$ cat config.mk
export PLATFORM = sky130hd
export DESIGN_NAME = vga_frame_reader
export DESIGN_NICKNAME = d
export VERILOG_FILES = /design/src/rtl/vga_frame_reader_pkg.sv /design/src/rtl/vga_timing_gen.sv /design/src/rtl/vga_frame_reader.sv
export SDC_FILE = /design/constraint.sdc
export NUM_CORES = 1
export LEC_CHECK = 0
export CORE_ASPECT_RATIO = 2
export CORE_MARGIN = 2
export CORE_UTILIZATION = 40
export CTS_CLUSTER_DIAMETER = 40
export DETAILED_ROUTE_END_ITERATION = 10
export PLACE_DENSITY = 0.64
export SLEW_MARGIN = 10
export SYNTH_ARGS = -nofsm -noshare
export SYNTH_HDL_FRONTEND = slang
export SYNTH_SLANG_ARGS = --single-unit
$ cat constraint.sdc
create_clock -name Clck -period 2 [get_ports Clck]
set_input_delay 0.4 -clock Clck [delete_from_list [all_inputs] [get_ports Clck]]
set_output_delay 0.4 -clock Clck [all_outputs]
set_load 0.005 [all_outputs]
$ cat src/rtl/vga_frame_reader_pkg.sv
// Constants shared by the frame-buffer painter and reader: frame-buffer geometry,
// the pixel-to-address mapping, the palette and 640x480@60 VGA timing.
`define MAP_PIXELCO_MEMADDR(x, y) ({(y), (x)})

package vga_frame_reader_pkg;

  localparam int SCR_WIDTH        = 128;
  localparam int SCR_HEIGHT       = 96;
  localparam int MEMORY_SIZE_BITS = 14;

  localparam logic [2:0] COLOR_BLACK  = 3'b000;
  localparam logic [2:0] COLOR_BLUE   = 3'b001;
  localparam logic [2:0] COLOR_YELLOW = 3'b110;

  localparam int H_ACTIVE = 640;
  localparam int H_FP     = 16;
  localparam int H_SYNC   = 96;
  localparam int H_BP     = 48;
  localparam int H_TOTAL  = H_ACTIVE + H_FP + H_SYNC + H_BP;

  localparam int V_ACTIVE = 480;
  localparam int V_FP     = 10;
  localparam int V_SYNC   = 2;
  localparam int V_BP     = 33;
  localparam int V_TOTAL  = V_ACTIVE + V_FP + V_SYNC + V_BP;

  // The x4-scaled frame buffer sits centred in the active area.
  localparam int SCALE_SHIFT = 2;
  localparam int WIN_X0      = 64;
  localparam int WIN_Y0      = 48;

  typedef logic [9:0] coord_t;

endpackage

$ cat src/rtl/vga_timing_gen.sv
// Pixel-rate phase, h/v scan counters and raw active/sync flags for 640x480@60.
module vga_timing_gen
  import vga_frame_reader_pkg::*;
(
  input  logic   Clck,
  input  logic   Reset,
  output logic   phase,
  output coord_t h,
  output coord_t v,
  output logic   active,
  output logic   hsync_on,
  output logic   vsync_on
);

  // Counters step only on the second Clck of each pixel, giving 25 MHz pixels.
  always_ff @(posedge Clck) begin
    if (Reset) begin
      phase <= 1'b0;
      h     <= '0;
      v     <= '0;
    end else begin
      phase <= ~phase;
      if (phase) begin
        if (h == coord_t'(H_TOTAL - 1)) begin
          h <= '0;
          v <= (v == coord_t'(V_TOTAL - 1)) ? '0 : v + 1'b1;
        end else begin
          h <= h + 1'b1;
        end
      end
    end
  end

  assign active   = (h < coord_t'(H_ACTIVE)) && (v < coord_t'(V_ACTIVE));
  assign hsync_on = (h >= coord_t'(H_ACTIVE + H_FP)) &&
                    (h <  coord_t'(H_ACTIVE + H_FP + H_SYNC));
  assign vsync_on = (v >= coord_t'(V_ACTIVE + V_FP)) &&
                    (v <  coord_t'(V_ACTIVE + V_FP + V_SYNC));

endmodule

$ cat src/rtl/vga_frame_reader.sv
// Frame-buffer scan-out: maps VGA position to a x4-scaled window address and
// drives sync/blank/colour through a two-stage pipeline aligned with mem_q.
module vga_frame_reader #(
  parameter int         SCR_WIDTH        = 128,
  parameter int         SCR_HEIGHT       = 96,
  parameter int         MEMORY_SIZE_BITS = 14,
  parameter logic [2:0] BORDER_COLOR     = 3'b000
) (
  input  logic                        Clck,
  input  logic                        Reset,
  output logic [MEMORY_SIZE_BITS-1:0] mem_address,
  input  logic [2:0]                  mem_q,
  output logic [2:0]                  vga_color,
  output logic                        vga_hs,
  output logic                        vga_vs,
  output logic                        vga_blank_n,
  output logic                        frame_done
);
  import vga_frame_reader_pkg::*;

  localparam int XB = $clog2(SCR_WIDTH);
  localparam int YB = $clog2(SCR_HEIGHT);

  logic   phase, active_raw, hsync_raw, vsync_raw;
  coord_t h, v;

  vga_timing_gen u_timing (
    .Clck     (Clck),
    .Reset    (Reset),
    .phase    (phase),
    .h        (h),
    .v        (v),
    .active   (active_raw),
    .hsync_on (hsync_raw),
    .vsync_on (vsync_raw)
  );

  logic          in_win;
  logic [XB-1:0] fb_x;
  logic [YB-1:0] fb_y;

  assign in_win = (h >= coord_t'(WIN_X0)) &&
                  (h <  coord_t'(WIN_X0 + (SCR_WIDTH << SCALE_SHIFT))) &&
                  (v >= coord_t'(WIN_Y0)) &&
                  (v <  coord_t'(WIN_Y0 + (SCR_HEIGHT << SCALE_SHIFT)));
  assign fb_x = XB'((h - coord_t'(WIN_X0)) >> SCALE_SHIFT);
  assign fb_y = YB'((v - coord_t'(WIN_Y0)) >> SCALE_SHIFT);

  // Forced to 0 outside the window so the address bus is deterministic.
  assign mem_address = in_win ? MEMORY_SIZE_BITS'(`MAP_PIXELCO_MEMADDR(fb_x, fb_y)) : '0;

  logic win_s1, active_s1, hsync_s1, vsync_s1, frame_s1;

  // Frame pulse fires on the first Clck of (0, V_ACTIVE) only, hence the phase term.
  always_ff @(posedge Clck) begin
    if (Reset) begin
      win_s1    <= 1'b0;
      active_s1 <= 1'b0;
      hsync_s1  <= 1'b0;
      vsync_s1  <= 1'b0;
      frame_s1  <= 1'b0;
    end else begin
      win_s1    <= in_win;
      active_s1 <= active_raw;
      hsync_s1  <= hsync_raw;
      vsync_s1  <= vsync_raw;
      frame_s1  <= (h == '0) && (v == coord_t'(V_ACTIVE)) && !phase;
    end
  end

  always_ff @(posedge Clck) begin
    if (Reset) begin
      vga_hs      <= 1'b1;
      vga_vs      <= 1'b1;
      vga_blank_n <= 1'b0;
      vga_color   <= COLOR_BLACK;
      frame_done  <= 1'b0;
    end else begin
      vga_hs      <= ~hsync_s1;
      vga_vs      <= ~vsync_s1;
      vga_blank_n <= active_s1;
      frame_done  <= frame_s1;
      if (!active_s1)
        vga_color <= COLOR_BLACK;
      else if (win_s1)
        vga_color <= mem_q;
      else
        vga_color <= BORDER_COLOR;
    end
  end

endmodule

==> parameters.txt, run 1 <==
Parameter                              Value

Finish
  # nets final    ~280
  Total non-filler cell area in the finished layout    between 2000 and 3000 um2
  Sequential standard cell area    668 um2
  Share of cells above drive strength 1    between 30 and 40%
  Fillers    roughly 390
  Area of the multi-input gates    1190 um2
  Area added between synthesis and finish    45.5%
  Antenna diodes    0
  Most common library cell in the layout ignoring fill and taps    buf_4
  Commonest cells after routing, fill and taps aside    buf_4, dfxtp_1, nor2_1

Floorplan
  Row cnt    34
  Die height    98.3 um
  Die boundary width    between 50 and 60 um
  Initial standard-cell utilization of the core    between 40% and 50%
  Area of the die    a little over 5000 um2
  Core ar.    between 4000 and 5000 um2
  Top-level port count    26

Synth
  Share of flip-flops with an asynchronous set or reset    0%
  Count of flip-flops with a built-in enable after synthesis    0
  Mapped Area    between 1500 and 2000 um2
  Mean instance size in the synthesized netlist    slightly below 9 um2
  Synth warn    0
  Yosys top cell area share    a little under two fifths
  Synthesized instance count    approximately 210
  Net Count, Synth    between 200 and 250
  Fraction of the yosys area taken by sequential cells    between 30% and 40%
  Synth top area cells    dfxtp_1, ha_1, xnor2_1
  Largest area contributor in the synthesized netlist    dfxtp_1
  Number of distinct library cells after synthesis    42
  Flip-flop and latch count after synthesis    33
  Most instantiated flip-flop cell in the synthesis netlist    dfxtp_1

STA
  Fin Hold WS    ~0.39 ns
  Final count of hold timing violations    0
  Actual slew at the worst max-slew pin    0.601 ns
  Setup skew after layout    0.00417 ns
  Final critical-path setup slack    -0.142 ns
  Final period utilization    107%
  F_max    around 470 MHz
  Post-route minimum period    2.14 ns
  Pins Over Slew Limit    0
  Setup repair after global routing missed its margin    yes
  Relative slew slack    roughly 59%
  Number of setup violations in the final report    13

Placement
  Weighted congestion reported at the end of routability-driven placement    between 0.8 and 0.9
  Final HPWL from detailed placement    around 3500 um
  Placed cell areas    around 2300 um2
  Worst-case setup slack after placement    -0.363 ns
  Port Buffer Count    25

Flow run
  Number of maximum-capacitance constraint violations    0

Critical path
  R2R cell count    7
  Critical path class    flip-flop to primary output
  Critical path peak fanout    5
  Data required time of the critical path    ~1.6 ns
  Arrival time reported for the critical path endpoint    about 1.7 ns
  RR Endpoint    u_timing.v[0]
  Startpoint type of the worst setup path    flip-flop
  Critical path capture point type    primary output
  RR Startpoint    u_timing.h[7]
  R2R setup slack    around 0.13 ns

Clock tree
  Clock tree from TritonCTS    built
  Hold buffer count at cts    0
  Clk pin slew, worst setup/hold paths    around 0.07 ns
  Root buffer cell    clkbuf_8
  Clock Sink Count    33
  Clock latency reported for the late side of the worst-skew pair    about 0.28 ns
  H-Tree Depth    2
  Clock Tree Buf Depth    2
  Total clock buffers created by CTS    5

Global route
  Grt ovf    0
  Maximum number of pins on one net before global-route repair    13
  Via count of the first global-routing pass    between 1.5k and 2k
  Overall global routing resource usage    between 10% and 20%
  Number of antenna violations at the first check in global routing    0
  First-pass GRT wire length    around 7400 um

Pwr
  Flop pwr share    a little over 50%
  Switching power summed over all nets    between 0.2 and 0.3 mW
  VDD IR-drop max    375 uV
  Share of power burned in the clock network    a little over two fifths
  Pwr dens    around 500 nW/um2
  Power Internal    1.01 mW
  Sw Share    between 20% and 30%
  Combinational Power Share    under 10%
  Leakage power    1.10 nW

Status
  Failing checks    negative setup slack
  Outcome    finished, violations left

Worst hold path
  HP Class    flip-flop to flip-flop
  Launch instance of the worst min-delay path    vsync_s1
  Worst hold endpoint    vga_vs
  Number of cells on the worst hold path    1

Detailed routing
  DRC violations left    0
  Number of DRC violations after detailed-routing iteration 0    37
  Total detailed-routing wirelength    4580 um
  Number of iterations in the first detailed-routing pass    4
  Detail-routed via count per cell    about 5.2
  Number of nets with antenna violations after detailed routing    0
  Via count    approximately 1.7k
  Mean routed wirelength per cell    14.5 um
==> worst max path at each step <==
stage	cells past startpoint	startpoint	slack [ns]	end
global route	7	u_timing.v[5]	-0.22	mem_address[8]
detailed placement	7	u_timing.h[6]	-0.36	mem_address[8]
finish	7	u_timing.v[5]	-0.14	mem_address[8]
global placement	7	u_timing.h[6]	-0.37	mem_address[7]
CTS	8	u_timing.v[5]	-0.22	mem_address[11]
floorplan	5	u_timing.h[0]	0.14	u_timing.v[9]
==> power by group through the flow <==
| stage | Sequential [mW] | Clock [mW] | Combinational, mW |
|---|---|---|---|
| floorplan | 0.684 | 0 | 0.0329 |
| global placement | 0.683 | 0 | 0.0588 |
| detailed placement | 0.683 | 0 | 0.0601 |
| CTS | 0.668 | 0.562 | 0.0682 |
| global route | 0.669 | 0.604 | 0.0779 |
| finish | 0.669 | 0.549 | 0.0706 |
==> flip-flops by register name, indices dropped and copies added (netlist names) <==
register / count
vga_blank_n: 1
vga_vs: 1
vga_color: 3
active_s1: 1
frame_s1: 1
hsync_s1: 1
vga_hs: 1
win_s1: 1
vsync_s1: 1
frame_done: 1
u_timing.h: 10
u_timing.phase: 1
u_timing.v: 10
==> final cells by class <==
type | count | share of cell area (%)
multi-input cells | 146 | 46.0
flip-flops and latches | 33 | 25.8
inverters | 12 | 1.74
repair buffers | 62 | 19.9
well taps | 54 | 2.61
clock inverters | 1 | 0.194
clock buffers | 7 | 3.73
==> critical path, cell delays in order (launching register included) <==
cell     delay [ns]
dfxtp_2        0.34
ha_4           0.16
o211a_1        0.25
nor3_4         0.20
o21a_4         0.20
buf_6          0.10
and2_4         0.13
buf_6          0.08
==> stage by stage <==
stage	util (%)	std cells	power [mW]	TNS [ns]
after floorplan	-	205	0.717	0
after global placement	52.7	302	0.741	-4.73
after detailed placement	52.7	302	0.743	-4.53
after CTS	58.4	316	1.30	-1.69
after global routing	60.2	315	1.35	-2.20
final	60.2	315	1.29	-1.11
==> cell families (layout without fill, tap and decap cells) <==
family,Yosys count,count (layout),share of synthesized area (%)
AO/OA/AOI/OAI,22,22,8.23
adder cells (fa/ha/maj),12,12,8.44
AND/OR/NAND/NOR,93,93,30.1
XOR/XNOR,19,19,9.36
buffers and inverters,26,82,6.69
flip-flops,33,33,37.2
==> Yosys cell counts, types with 2 or more instances <==
library cell,instances
nand3_1,7
nand4_1,5
clkbuf_1,7
nor4_1,6
xor2_1,4
nand2b_1,4
nor2_1,21
inv_1,12
nor2b_1,3
a21oi_1,6
o21ai_0,5
nand2_1,8
nor3_1,13
nand4b_1,2
and4_1,2
or3_1,4
and3_1,6
and2_1,6
dfxtp_1,33
xnor2_1,15
ha_1,12
buf_2,2
buf_4,3
==> per-layer routing <==
| layer | part of all wire [%] | GRT usage [%] |
|---|---|---|
| met2 | 57 | 37.4 |
| met4 | 5.7 | 13.1 |
| met5 | 0 | 0 |
| met3 | 3.0 | 3.21 |
| met1 | 34 | 18.2 |
==> what timing repair did <==
item	4_1_cts	5_1_grt
endpoints found under the hold margin	0	0
gates resized for setup	98	18
setup buffers	7	2
pin swaps	16	12
endpoints found under the setup margin	14	22
Note: power is estimated with default switching activity, not from simulation.
==> inputs of run 2 (changes only) <==
- CTS_CLUSTER_DIAMETER: 40 -> 60
==> results of run 2 <==
Final layout, timing and power as in run 1 (identical DEF).
